## config.mk

```make
export PLATFORM = sky130hd
export DESIGN_NAME = wwm_turn_ctrl
export DESIGN_NICKNAME = d
export VERILOG_FILES = /design/src/rtl/wwm_pkg.sv /design/src/rtl/wwm_proj_step.sv /design/src/rtl/wwm_turn_ctrl.sv
export SDC_FILE = /design/constraint.sdc
export NUM_CORES = 1
export LEC_CHECK = 0
export ABC_AREA = 0
export CAP_MARGIN = 20
export CORE_UTILIZATION = 25
export CTS_BUF_LIST = sky130_fd_sc_hd__clkbuf_8
export CTS_CLUSTER_SIZE = 25
export DETAILED_ROUTE_END_ITERATION = 6
export GPL_ROUTABILITY_DRIVEN = 1
export SLEW_MARGIN = 40
export SYNTH_ARGS = -nofsm -noshare
export SYNTH_HDL_FRONTEND = slang
export SYNTH_HIERARCHICAL = 1
export SYNTH_SLANG_ARGS = --single-unit
```

## constraint.sdc

```tcl
create_clock -name clk -period 5.24 [get_ports clk]
set_clock_uncertainty 0.15 [all_clocks]
set_input_delay 1.572 -clock clk [delete_from_list [all_inputs] [get_ports clk]]
set_output_delay 1.572 -clock clk [all_outputs]
set_load 0.005 [all_outputs]
```

## src/rtl/wwm_pkg.sv

```systemverilog
// Shared definitions for the World War Math turn controller: one-hot state
// codes, default screen geometry and a generic sign-extension helper.
package wwm_pkg;

    localparam int unsigned ST_W = 4;
    typedef logic [ST_W-1:0] state_t;

    localparam int unsigned ST_I_B      = 0;
    localparam int unsigned ST_AIM_B    = 1;
    localparam int unsigned ST_FLIGHT_B = 2;
    localparam int unsigned ST_DONE_B   = 3;

    localparam state_t ST_I      = 4'b0001;
    localparam state_t ST_AIM    = 4'b0010;
    localparam state_t ST_FLIGHT = 4'b0100;
    localparam state_t ST_DONE   = 4'b1000;

    localparam int unsigned COORD_W_DEF = 10;
    localparam int unsigned VEL_W_DEF   = 4;
    localparam int unsigned X_MIN_DEF   = 160;
    localparam int unsigned X_MAX_DEF   = 775;
    localparam int unsigned Y_MIN_DEF   = 50;
    localparam int unsigned Y_MAX_DEF   = 475;

    // Sign-extend the low w bits of v to 32 bits.
    function automatic logic signed [31:0] sext(input logic [31:0] v, input int unsigned w);
        sext = $signed(v << (32 - w)) >>> (32 - w);
    endfunction

endpackage

```

## src/rtl/wwm_proj_step.sv

```systemverilog
// Combinational projectile step: next position, target hit, playfield exit
// and the next position clamped to the playfield.
module wwm_proj_step
    import wwm_pkg::*;
#(
    parameter int unsigned COORD_W = COORD_W_DEF,
    parameter int unsigned VEL_W   = VEL_W_DEF,
    parameter int unsigned X_MIN   = X_MIN_DEF,
    parameter int unsigned X_MAX   = X_MAX_DEF,
    parameter int unsigned Y_MIN   = Y_MIN_DEF,
    parameter int unsigned Y_MAX   = Y_MAX_DEF
) (
    input  logic [COORD_W-1:0]        proj_x,
    input  logic [COORD_W-1:0]        proj_y,
    input  logic [VEL_W-1:0]          vx,
    input  logic [VEL_W-1:0]          vy,
    input  logic [COORD_W-1:0]        tgt_x_lo,
    input  logic [COORD_W-1:0]        tgt_x_hi,
    input  logic [COORD_W-1:0]        tgt_y_lo,
    input  logic [COORD_W-1:0]        tgt_y_hi,
    output logic signed [COORD_W+1:0] nx_c,
    output logic signed [COORD_W+1:0] ny_c,
    output logic                      hit_c,
    output logic                      oob_c,
    output logic [COORD_W-1:0]        clamp_x_c,
    output logic [COORD_W-1:0]        clamp_y_c
);

    // Two guard bits keep the step free of wraparound in either direction.
    localparam int unsigned SW = COORD_W + 2;

    localparam logic signed [SW-1:0] XMIN_S = SW'(X_MIN);
    localparam logic signed [SW-1:0] XMAX_S = SW'(X_MAX);
    localparam logic signed [SW-1:0] YMIN_S = SW'(Y_MIN);
    localparam logic signed [SW-1:0] YMAX_S = SW'(Y_MAX);

    logic signed [SW-1:0] px_s, py_s, vx_s, vy_s;
    logic signed [SW-1:0] xlo_s, xhi_s, ylo_s, yhi_s;
    logic                 x_lo_out, x_hi_out, y_lo_out, y_hi_out;

    always_comb begin
        px_s  = $signed({2'b00, proj_x});
        py_s  = $signed({2'b00, proj_y});
        vx_s  = SW'(sext(32'(vx), VEL_W));
        vy_s  = SW'(sext(32'(vy), VEL_W));
        xlo_s = $signed({2'b00, tgt_x_lo});
        xhi_s = $signed({2'b00, tgt_x_hi});
        ylo_s = $signed({2'b00, tgt_y_lo});
        yhi_s = $signed({2'b00, tgt_y_hi});

        // Screen y grows downward, so positive vy moves the shot up.
        nx_c = px_s + vx_s;
        ny_c = py_s - vy_s;

        hit_c = (nx_c >= xlo_s) && (nx_c <= xhi_s) && (ny_c >= ylo_s) && (ny_c <= yhi_s);

        x_lo_out = nx_c < XMIN_S;
        x_hi_out = nx_c > XMAX_S;
        y_lo_out = ny_c < YMIN_S;
        y_hi_out = ny_c > YMAX_S;
        oob_c    = x_lo_out || x_hi_out || y_lo_out || y_hi_out;

        clamp_x_c = x_lo_out ? COORD_W'(X_MIN) : x_hi_out ? COORD_W'(X_MAX) : COORD_W'(nx_c);
        clamp_y_c = y_lo_out ? COORD_W'(Y_MIN) : y_hi_out ? COORD_W'(Y_MAX) : COORD_W'(ny_c);
    end

endmodule

```

## src/rtl/wwm_turn_ctrl.sv

```systemverilog
// World War Math turn controller: game FSM, projectile flight, scoring and
// turn rotation. Define WWM_GRAVITY_EN to add periodic vy decay in flight.
module wwm_turn_ctrl
    import wwm_pkg::*;
#(
    parameter int unsigned NUM_PLAYERS = 2,
    parameter int unsigned COORD_W     = COORD_W_DEF,
    parameter int unsigned VEL_W       = VEL_W_DEF,
    parameter int unsigned X_MIN       = X_MIN_DEF,
    parameter int unsigned X_MAX       = X_MAX_DEF,
    parameter int unsigned Y_MIN       = Y_MIN_DEF,
    parameter int unsigned Y_MAX       = Y_MAX_DEF,
    parameter int unsigned WIN_SCORE   = 3,
    parameter int unsigned T_W         = 16,
    parameter int unsigned T_MAX       = 1000,
    parameter int unsigned GRAV_PERIOD = 4,
    localparam int unsigned PW         = (NUM_PLAYERS > 2) ? $clog2(NUM_PLAYERS) : 1
) (
    input  logic                           clk,
    input  logic                           Reset,
    input  logic                           Start,
    input  logic                           Ack,
    input  logic                           Fire,
    input  logic                           tick,
    input  logic [VEL_W-1:0]               vx_in,
    input  logic [VEL_W-1:0]               vy_in,
    input  logic [NUM_PLAYERS*COORD_W-1:0] x_init,
    input  logic [NUM_PLAYERS*COORD_W-1:0] y_init,
    input  logic [NUM_PLAYERS*COORD_W-1:0] tgt_x_lo,
    input  logic [NUM_PLAYERS*COORD_W-1:0] tgt_x_hi,
    input  logic [NUM_PLAYERS*COORD_W-1:0] tgt_y_lo,
    input  logic [NUM_PLAYERS*COORD_W-1:0] tgt_y_hi,
    output logic [COORD_W-1:0]             proj_x,
    output logic [COORD_W-1:0]             proj_y,
    output logic [VEL_W-1:0]               vx,
    output logic [VEL_W-1:0]               vy,
    output logic [PW-1:0]                  player,
    output logic [NUM_PLAYERS*8-1:0]       scores,
    output logic [PW-1:0]                  winner,
    output logic                           q_I,
    output logic                           q_Aim,
    output logic                           q_Flight,
    output logic                           q_Done,
    output logic                           hit_pulse,
    output logic                           miss_pulse,
    output logic [T_W-1:0]                 t_air
);

    state_t                     state_q, state_d;
    logic [COORD_W-1:0]         proj_x_q, proj_x_d, proj_y_q, proj_y_d;
    logic [VEL_W-1:0]           vx_q, vx_d, vy_q, vy_d;
    logic [PW-1:0]              player_q, player_d, winner_q, winner_d;
    logic [NUM_PLAYERS*8-1:0]   scores_q, scores_d;
    logic [T_W-1:0]             t_air_q, t_air_d;
    logic                       hit_q, hit_d, miss_q, miss_d;

    logic [COORD_W-1:0]         sel_x_init, sel_y_init;
    logic [COORD_W-1:0]         sel_x_lo, sel_x_hi, sel_y_lo, sel_y_hi;
    logic [7:0]                 cur_score, new_score;
    logic [PW-1:0]              player_nxt;
    logic [T_W-1:0]             t_air_inc;
    logic                       timeout, win, resolve;

    logic signed [COORD_W+1:0]  step_nx, step_ny;
    logic                       step_hit, step_oob;
    logic [COORD_W-1:0]         step_cx, step_cy;

`ifdef WWM_GRAVITY_EN
    localparam int unsigned GW = (GRAV_PERIOD > 1) ? $clog2(GRAV_PERIOD) : 1;
    localparam logic [VEL_W-1:0] VY_MIN = {1'b1, {(VEL_W-1){1'b0}}};
    logic [GW-1:0] grav_cnt_q, grav_cnt_d;
`endif

    // Per-player views of the packed launch points, targets and score.
    always_comb begin
        sel_x_init = '0;
        sel_y_init = '0;
        sel_x_lo   = '0;
        sel_x_hi   = '0;
        sel_y_lo   = '0;
        sel_y_hi   = '0;
        cur_score  = '0;
        for (int p = 0; p < int'(NUM_PLAYERS); p++) begin
            if (player_q == PW'(p)) begin
                sel_x_init = x_init[p*COORD_W +: COORD_W];
                sel_y_init = y_init[p*COORD_W +: COORD_W];
                sel_x_lo   = tgt_x_lo[p*COORD_W +: COORD_W];
                sel_x_hi   = tgt_x_hi[p*COORD_W +: COORD_W];
                sel_y_lo   = tgt_y_lo[p*COORD_W +: COORD_W];
                sel_y_hi   = tgt_y_hi[p*COORD_W +: COORD_W];
                cur_score  = scores_q[p*8 +: 8];
            end
        end
        new_score  = cur_score + 8'd1;
        win        = new_score == 8'(WIN_SCORE);
        player_nxt = (player_q == PW'(NUM_PLAYERS - 1)) ? '0 : player_q + PW'(1);
        t_air_inc  = t_air_q + T_W'(1);
        timeout    = t_air_inc >= T_W'(T_MAX);
        resolve    = step_hit || step_oob || timeout;
    end

    wwm_proj_step #(
        .COORD_W (COORD_W),
        .VEL_W   (VEL_W),
        .X_MIN   (X_MIN),
        .X_MAX   (X_MAX),
        .Y_MIN   (Y_MIN),
        .Y_MAX   (Y_MAX)
    ) u_step (
        .proj_x    (proj_x_q),
        .proj_y    (proj_y_q),
        .vx        (vx_q),
        .vy        (vy_q),
        .tgt_x_lo  (sel_x_lo),
        .tgt_x_hi  (sel_x_hi),
        .tgt_y_lo  (sel_y_lo),
        .tgt_y_hi  (sel_y_hi),
        .nx_c      (step_nx),
        .ny_c      (step_ny),
        .hit_c     (step_hit),
        .oob_c     (step_oob),
        .clamp_x_c (step_cx),
        .clamp_y_c (step_cy)
    );

    always_ff @(posedge clk or posedge Reset) begin
        if (Reset) begin
            state_q <= ST_I;
        end else begin
            state_q <= state_d;
        end
    end

    // Next state; a hit outranks bounds and timeout on the same step.
    always_comb begin
        state_d = state_q;
        case (state_q)
            ST_I:      if (Start) state_d = ST_AIM;
            ST_AIM:    if (Fire)  state_d = ST_FLIGHT;
            ST_FLIGHT: begin
                if (tick) begin
                    if (step_hit) begin
                        state_d = win ? ST_DONE : ST_AIM;
                    end else if (step_oob || timeout) begin
                        state_d = ST_AIM;
                    end
                end
            end
            ST_DONE:   if (Ack) state_d = ST_I;
            default:   state_d = ST_I;
        endcase
    end

    // Datapath next values for each state.
    always_comb begin
        proj_x_d = proj_x_q;
        proj_y_d = proj_y_q;
        vx_d     = vx_q;
        vy_d     = vy_q;
        player_d = player_q;
        winner_d = winner_q;
        scores_d = scores_q;
        t_air_d  = t_air_q;
        hit_d    = 1'b0;
        miss_d   = 1'b0;
`ifdef WWM_GRAVITY_EN
        grav_cnt_d = grav_cnt_q;
`endif
        case (state_q)
            ST_I: begin
                if (Start) begin
                    scores_d = '0;
                    player_d = '0;
                    winner_d = '0;
                end
            end
            ST_AIM: begin
                proj_x_d = sel_x_init;
                proj_y_d = sel_y_init;
                t_air_d  = '0;
`ifdef WWM_GRAVITY_EN
                grav_cnt_d = '0;
`endif
                if (Fire) begin
                    vx_d = vx_in;
                    vy_d = vy_in;
                end
            end
            ST_FLIGHT: begin
                if (tick) begin
                    t_air_d  = t_air_inc;
                    proj_x_d = resolve ? step_cx : COORD_W'(step_nx);
                    proj_y_d = resolve ? step_cy : COORD_W'(step_ny);
                    if (step_hit) begin
                        hit_d = 1'b1;
                        for (int p = 0; p < int'(NUM_PLAYERS); p++) begin
                            if (player_q == PW'(p)) scores_d[p*8 +: 8] = new_score;
                        end
                        if (win) winner_d = player_q;
                        else     player_d = player_nxt;
                    end else if (step_oob || timeout) begin
                        miss_d   = 1'b1;
                        player_d = player_nxt;
                    end
`ifdef WWM_GRAVITY_EN
                    // Decay lands after this tick's position step.
                    if (grav_cnt_q == GW'(GRAV_PERIOD - 1)) begin
                        grav_cnt_d = '0;
                        if (vy_q != VY_MIN) vy_d = vy_q - VEL_W'(1);
                    end else begin
                        grav_cnt_d = grav_cnt_q + GW'(1);
                    end
`else
                    vy_d = vy_q;
`endif
                end
            end
            default: ;
        endcase
    end

    always_ff @(posedge clk or posedge Reset) begin
        if (Reset) begin
            proj_x_q <= '0;
            proj_y_q <= '0;
            vx_q     <= '0;
            vy_q     <= '0;
            player_q <= '0;
            winner_q <= '0;
            scores_q <= '0;
            t_air_q  <= '0;
            hit_q    <= 1'b0;
            miss_q   <= 1'b0;
        end else begin
            proj_x_q <= proj_x_d;
            proj_y_q <= proj_y_d;
            vx_q     <= vx_d;
            vy_q     <= vy_d;
            player_q <= player_d;
            winner_q <= winner_d;
            scores_q <= scores_d;
            t_air_q  <= t_air_d;
            hit_q    <= hit_d;
            miss_q   <= miss_d;
        end
    end

`ifdef WWM_GRAVITY_EN
    always_ff @(posedge clk or posedge Reset) begin
        if (Reset) begin
            grav_cnt_q <= '0;
        end else begin
            grav_cnt_q <= grav_cnt_d;
        end
    end
`endif

    assign proj_x     = proj_x_q;
    assign proj_y     = proj_y_q;
    assign vx         = vx_q;
    assign vy         = vy_q;
    assign player     = player_q;
    assign scores     = scores_q;
    assign winner     = winner_q;
    assign t_air      = t_air_q;
    assign hit_pulse  = hit_q;
    assign miss_pulse = miss_q;
    assign q_I        = state_q[ST_I_B];
    assign q_Aim      = state_q[ST_AIM_B];
    assign q_Flight   = state_q[ST_FLIGHT_B];
    assign q_Done     = state_q[ST_DONE_B];

endmodule

```

-- Yosys cells after proc, flatten, opt, wreduce, memory -nomap -nowiden
Index checks and enable logic that the tools add are counted.
- reduce and logical (&&, ||, !) cells: 18
- magnitude comparators: 9
- muxes and demuxes: 51
- multipliers: 0
- add/subtract/negate cells: 5
- bitwise gates (word level): 0
- shift operators: 0
- divide/modulo/power cells: 0
- equality and inequality tests: 15
- operators with widths (kind ; count):
    $mux W10 ; 14
    $mux W16 ; 4
    $pmux W16 S2 ; 2
    $pmux W10 S2 ; 2
    $mux W4 ; 7
    $reduce_and A5 Y1 ; 5
    $ge A12 B11 Y1 ; 2
    $le A12 B11 Y1 ; 2
    $mux W8 ; 3
    $add A16 B1 Y16 const B ; 1
    $ge A16 B10 Y1 const B ; 1
    $mux W1 ; 16
    $ne A2 B2 Y1 const B ; 8
    $pmux W4 S4 ; 1
    $add A11 B4 Y12 ; 1
    $gt A12 B10 Y1 const B ; 1
    $gt A12 B11 Y1 const B ; 1
    $lt A12 B7 Y1 const B ; 1
    $lt A12 B9 Y1 const B ; 1
    $sub A11 B4 Y12 ; 1
    $add A8 B1 Y8 const B ; 1
    $eq A8 B2 Y1 const B ; 1
    $logic_or A1 B1 Y1 ; 6
    $ne A3 B3 Y1 const B ; 2
    other kinds (9) ; 14
- output and inout bits: 68
- flip-flop bits (word level): 68
- word-level logic and storage cells: 110
- RAM bits: 0
- input port bits: 134
- latch bits: 0
- ROM bits: 0
- memories: 0

-- Longest topological paths before layout
- depth after elaboration: 10
- gate-level depth with buffers: 22
- mapped depth without buffers: 21

-- By module
The synthesis kept the hierarchy.
- modules (own cells, without submodules) (module ; instances ; sequential area each (µm²) ; area an instance (µm²) ; cells each):
    wwm_turn_ctrl ; 1 ; 1702.9 ; 4733.3 ; 500
    wwm_proj_step ; 1 ; 0.0 ; 2516.2 ; 349

-- Least setup slack after synthesis
Ideal clock, no wire load.
- path type: register -> register
- start point: register vy_q[3], in the netlist vy[3]
- end point: register scores_q[4], in the netlist scores[4]
- library setup time: 0.110 ns
- stages on the path, launching flop included: 17
- path buffers: 1
- data arrival time: 4.523 ns
- data required time: 4.980 ns
- period minus slack after synthesis: 4.783 ns
- setup slack: 0.457 ns
- cell sequence: dfrtp_1 inv_1 ha_1 a21oi_1 nand2_1 o311a_1 nor2_1 xor2_1 ha_1 a211o_1 a211oi_1 o32ai_1 nor4_1 nor2b_1 o21ai_0 clkbuf_1 o41ai_1
- longest elaborated chain between the ends: 6
- elaborated cells between the ends (all ways): 7
- classes of those cells: 1 x add/sub; 2 x order compare; 1 x eq/ne; 3 x reduce/logical
- ends and longest elaborated chain (element ; RTL line ; source):
    from (decl) ; wwm_turn_ctrl.sv:51 ; logic [VEL_W-1:0] vx_q, vx_d, vy_q, vy_d;
    from (signal assigned) ; wwm_turn_ctrl.sv:238 ; vy_q <= vy_d;
    $sub A11 B4 Y12 (*) ; wwm_proj_step.sv:53 ; ny_c = py_s - vy_s;
    net step_ny[9] ; wwm_turn_ctrl.sv:64 ; logic signed [COORD_W+1:0] step_nx, step_ny;
    $ge A12 B11 Y1 ; wwm_proj_step.sv:55 ; hit_c = (nx_c >= xlo_s) && (nx_c <= xhi_s) && (ny_c >= ylo_s) && (ny_c <= yhi_s);
    $logic_and A1 B1 Y1 ; wwm_proj_step.sv:55 ;
    $logic_and A1 B1 Y1 (*) ; wwm_proj_step.sv:55 ;
    net step_hit ; wwm_turn_ctrl.sv:65 ; logic step_hit, step_oob;
    $ne A2 B2 Y1 (no source line) (*) ; -- ;
    $reduce_and A5 Y1 (no source line) (*) ; -- ;
    to (signal assigned) ; wwm_turn_ctrl.sv:241 ; scores_q <= scores_d;
    to (decl) ; wwm_turn_ctrl.sv:53 ; logic [NUM_PLAYERS*8-1:0] scores_q, scores_d;
Mark *: on every way through the listed nets, which the timed path passes. The rest lies on a longest branch.
A chain may end at the register's enable or synchronous reset.

-- Final worst setup path
- start point: input port tgt_y_lo[10]
- end point: register proj_y_q[8], in the netlist proj_y[8]
- longest elaborated chain between the ends: 9
- ends and longest elaborated chain (element ; RTL line ; source):
    from (decl) ; wwm_turn_ctrl.sv:31 ; input logic [NUM_PLAYERS*COORD_W-1:0] tgt_y_lo,
    $mux W10 ; wwm_turn_ctrl.sv:84 ; if (player_q == PW'(p)) begin
    net sel_y_lo[0] ; wwm_turn_ctrl.sv:58 ; logic [COORD_W-1:0] sel_x_lo, sel_x_hi, sel_y_lo, sel_y_hi;
    $ge A12 B11 Y1 ; wwm_proj_step.sv:55 ;
    $logic_and A1 B1 Y1 (2 in series) ; wwm_proj_step.sv:55 ;
    net step_hit ; wwm_turn_ctrl.sv:65 ;
    $logic_or A1 B1 Y1 (2 in series) ; wwm_turn_ctrl.sv:99 ; resolve = step_hit || step_oob || timeout;
    $mux W10 ; wwm_turn_ctrl.sv:193 ; proj_y_d = resolve ? step_cy : COORD_W'(step_ny);
    $mux W10 ; wwm_turn_ctrl.sv:190 ; if (tick) begin
    $pmux W10 S2 ; wwm_turn_ctrl.sv:169 ; case (state_q)
    to (signal assigned) ; wwm_turn_ctrl.sv:236 ; proj_y_q <= proj_y_d;
    to (decl) ; wwm_turn_ctrl.sv:50 ; logic [COORD_W-1:0] proj_x_q, proj_x_d, proj_y_q, proj_y_d;
The timed path passes the listed nets, and every way through them passes these cells. The select of a mux whose other input is x is not followed.

==> flow_summary_export.csv <==
group,metric,value,unit
worst_setup_path,cp_data_required_time,5350,ps
placement,dpl.hpwl,18200,um
timing,rsz0062_at_grt,"false",
timing,hold_violations,0,
timing,tns,0,ps
timing,worst_pin_slew,778,ps
timing,slew_headroom,48.0,%
die,dieArea,0.0296,mm2
pwr,p_leak,4.14,nW
placement,place_ws,-394,ps
min_path,min-delay-start,"scores[6]",
worst_setup_path,cp_slowest_cell,"o32ai_1",
worst_setup_path,cp_cell_sequence,"clkdlybuf4s50_1 > mux2_2 > ha_1 > nand2b_1 > a21o_1 > a21o_1 > a21oi_1 > nor3_1 > o32ai_1 > nor4_4 > buf_4 > nor4_4 > buf_12 > mux2i_1 > o21ai_1",
cts,cts_tree,"done",
global_route,grt_pass1_vias,6832,
pwr,ir_worst_vdd,0.276,mV
pwr,netSwitchingPower,3.51,mW
die,initial_utilization,25.7,%
yosys,syn_inst,848,
timing,setup_violations,0,
run,max_cap_violations,0,
yosys,syn_area_per_cell,8.54,um2
timing,maxSlewViolCount,0,
outcome,status,"finished, final reports clean",
placement,dp.cells,1415,
pwr,clock_power_share,7.5,%
layout,fillerInstances,2885,
cts,root_buffer,"clkbuf_8",
worst_setup_path,critPathLaunchType,"input pin",
cts,clockBufferDepth,2,
cts,clkTransAtPathRegs,80,ps
layout,nets,1250,
layout,finalNonFillerCells,1432,
cts,cts_buffers,9,
worst_setup_path,crit_buf_inv,3,
route,drt_pass1_iterations,5,
layout,final_area,0.00997,mm2
min_path,hold_depth,2,
global_route,grt_max_degree,49,
global_route,grtUsageTotal,15.8,%
route,dr_wl_met3,1260,um
worst_setup_path,worstPathMaxFanout,20,
layout,antenna_cells,0,
cts,htree_levels,3,
die,pin_count,202,
pwr,intPower,3.43,mW
cts,cts.sinks,68,
route,wl_met1,10600,um
pwr,combPwrFrac,79.4,%
layout,drive_gt1_share,12.9,%
pwr,p_sw_share,50.6,%
placement,gp_congestion,0.832,
worst_setup_path,end_kind,"flip-flop",
yosys,yosys_warnings,6,
route,vias,7087,
die,num_rows,61,
route,antenna_left,0,
worst_setup_path,reg2reg_depth,16,
worst_setup_path,cpPeakStageDelay,510,ps
worst_setup_path,cp-startpoint,"tgt_y_lo[10]",
yosys,synth_fp_nets,1049,
timing,fin_crit,4950,ps
timing,post-route-period-util,94.4,%
route,wire_per_inst,16.2,um
worst_setup_path,path_class,"in -> reg",
global_route,grt_pass1_wl,36500,um
worst_setup_path,worstSetupPathDepth,15,
worst_setup_path,rr_startpoint,"proj_x[1]",
die,dieWidth,172,um
layout,fin_util,35.4,%
die,core,0.0282,mm2
worst_setup_path,cpLargestDelayFamily,"compound AO/OA/AOI/OAI gates",
timing,final.setup.worst_slack,295,ps
global_route,overflow,0,
placement,io_buffers,201,
die,die_y,172,um
worst_setup_path,cp.arrival,5050,ps
timing,max_clock_freq,202,MHz
route,post-route-drc-count,0,
yosys,syn_area,0.00724,mm2
route,highest_layer,"met4",
route,drt_iter0_markers,423,
global_route,antenna_found_initial,0,
cts,clk-insertion-delay-late,370,ps
pwr,seqPwrFrac,13.1,%
layout,area_delta_synth_final,37.8,%
route,routed_wl,23200,um
placement,placed_area,0.00973,mm2
pwr,power.density,696,mW/mm2
route,viasPerCell,4.95,
min_path,hold_class,"reg -> reg",
route,met2WireLength,11200,um
[stage by stage]
stage	power, mW	hold slack (ps)
3_3_place_gp	6.29	356
5_1_grt	7.67	404
4_1_cts	6.98	370
3_5_place_dp	6.38	352
6_report	6.94	365
2_1_floorplan	4.54	339
[worst paths after layout]
kind / endpoint / slack (ps)
hold reg to reg: scores[6] / 360
setup / recovery: proj_y[8] / 290
max in group asynchronous: player / 2720
hold / removal: scores[6] / 360
min in group asynchronous: scores[8] / 1410
setup reg to reg: player / 430
[power by group through the flow]
stage          sequential (mW)  combinational, mW  clock (mW)
2_1_floorplan            0.816               3.73           0
3_3_place_gp             0.926               5.37           0
3_5_place_dp             0.929               5.45           0
4_1_cts                  0.921               5.52       0.538
5_1_grt                  0.943               6.17       0.557
6_report                 0.912               5.51       0.519
[registers in the layout, indices dropped and copies added, names as in the netlist]
name and count:
hit_pulse 1, miss_pulse 1, player 1, proj_x 10
proj_y 10, scores 16, state_q 4, t_air 16
vx 4, vy 4, winner 1
[routing by layer]
metal  GRT usage (%)  vias up
met5               0        -
met4            3.39        0
met2            27.3      218
li1                -     3489
met3            2.59       12
met1            20.7     3368
[final cells by class]
cell class                      count  area (um2)  area share [%]
Timing Repair Buffer              230        2240            22.5
Inverter                           71         267            2.67
Clock inverter                      6        86.3           0.866
Sequential cell                    68        1710            17.1
Multi-Input combinational cell    669        5060            50.8
Tap cell                          378         473            4.74
Clock buffer                       10         138            1.38
[layout by cell type, fill, tap and decap left out, types with 3 or more instances in the layout]
cell and instances:
dfrtp_1 66, nor2_1 53, nand2_1 43, a21oi_1 62, nor3b_1 4, a211oi_1 7
o31ai_1 10, mux2i_1 47, o21ai_0 62, xnor2_1 19, or3b_1 3, nor2b_1 7
nor4_1 3, clkbuf_8 10, o211ai_1 4, clkdlybuf4s50_1 201, nand3b_1 4, mux2_2 61
nor3_1 37, o21ai_1 18, a31oi_1 4, inv_1 70, o32ai_1 3, xor2_1 14
or2_2 3, o21a_1 8, o22ai_1 4, and2_1 3, buf_4 28, and3_1 10
nor4_4 4, ha_1 65, nand2b_1 9, a21o_1 17, nand4_1 12, nand3_1 13
[repair_timing]
item                                    in CTS  in global routing
hold buffers                                 0                  0
pin swaps                                    0                  1
gates resized for setup                      1                  2
gates cloned                                 0                  0
buffers inserted                             0                  1
endpoints found under the setup margin       1                  8
[worst min-delay path, delay by kind of cell, from the launching register on]
kind | cells | cell delay [ps]
compound gates | 1 | 50
flops | 1 | 370
simple gates | 1 | 60
Note: power is estimated with default switching activity, not from simulation.
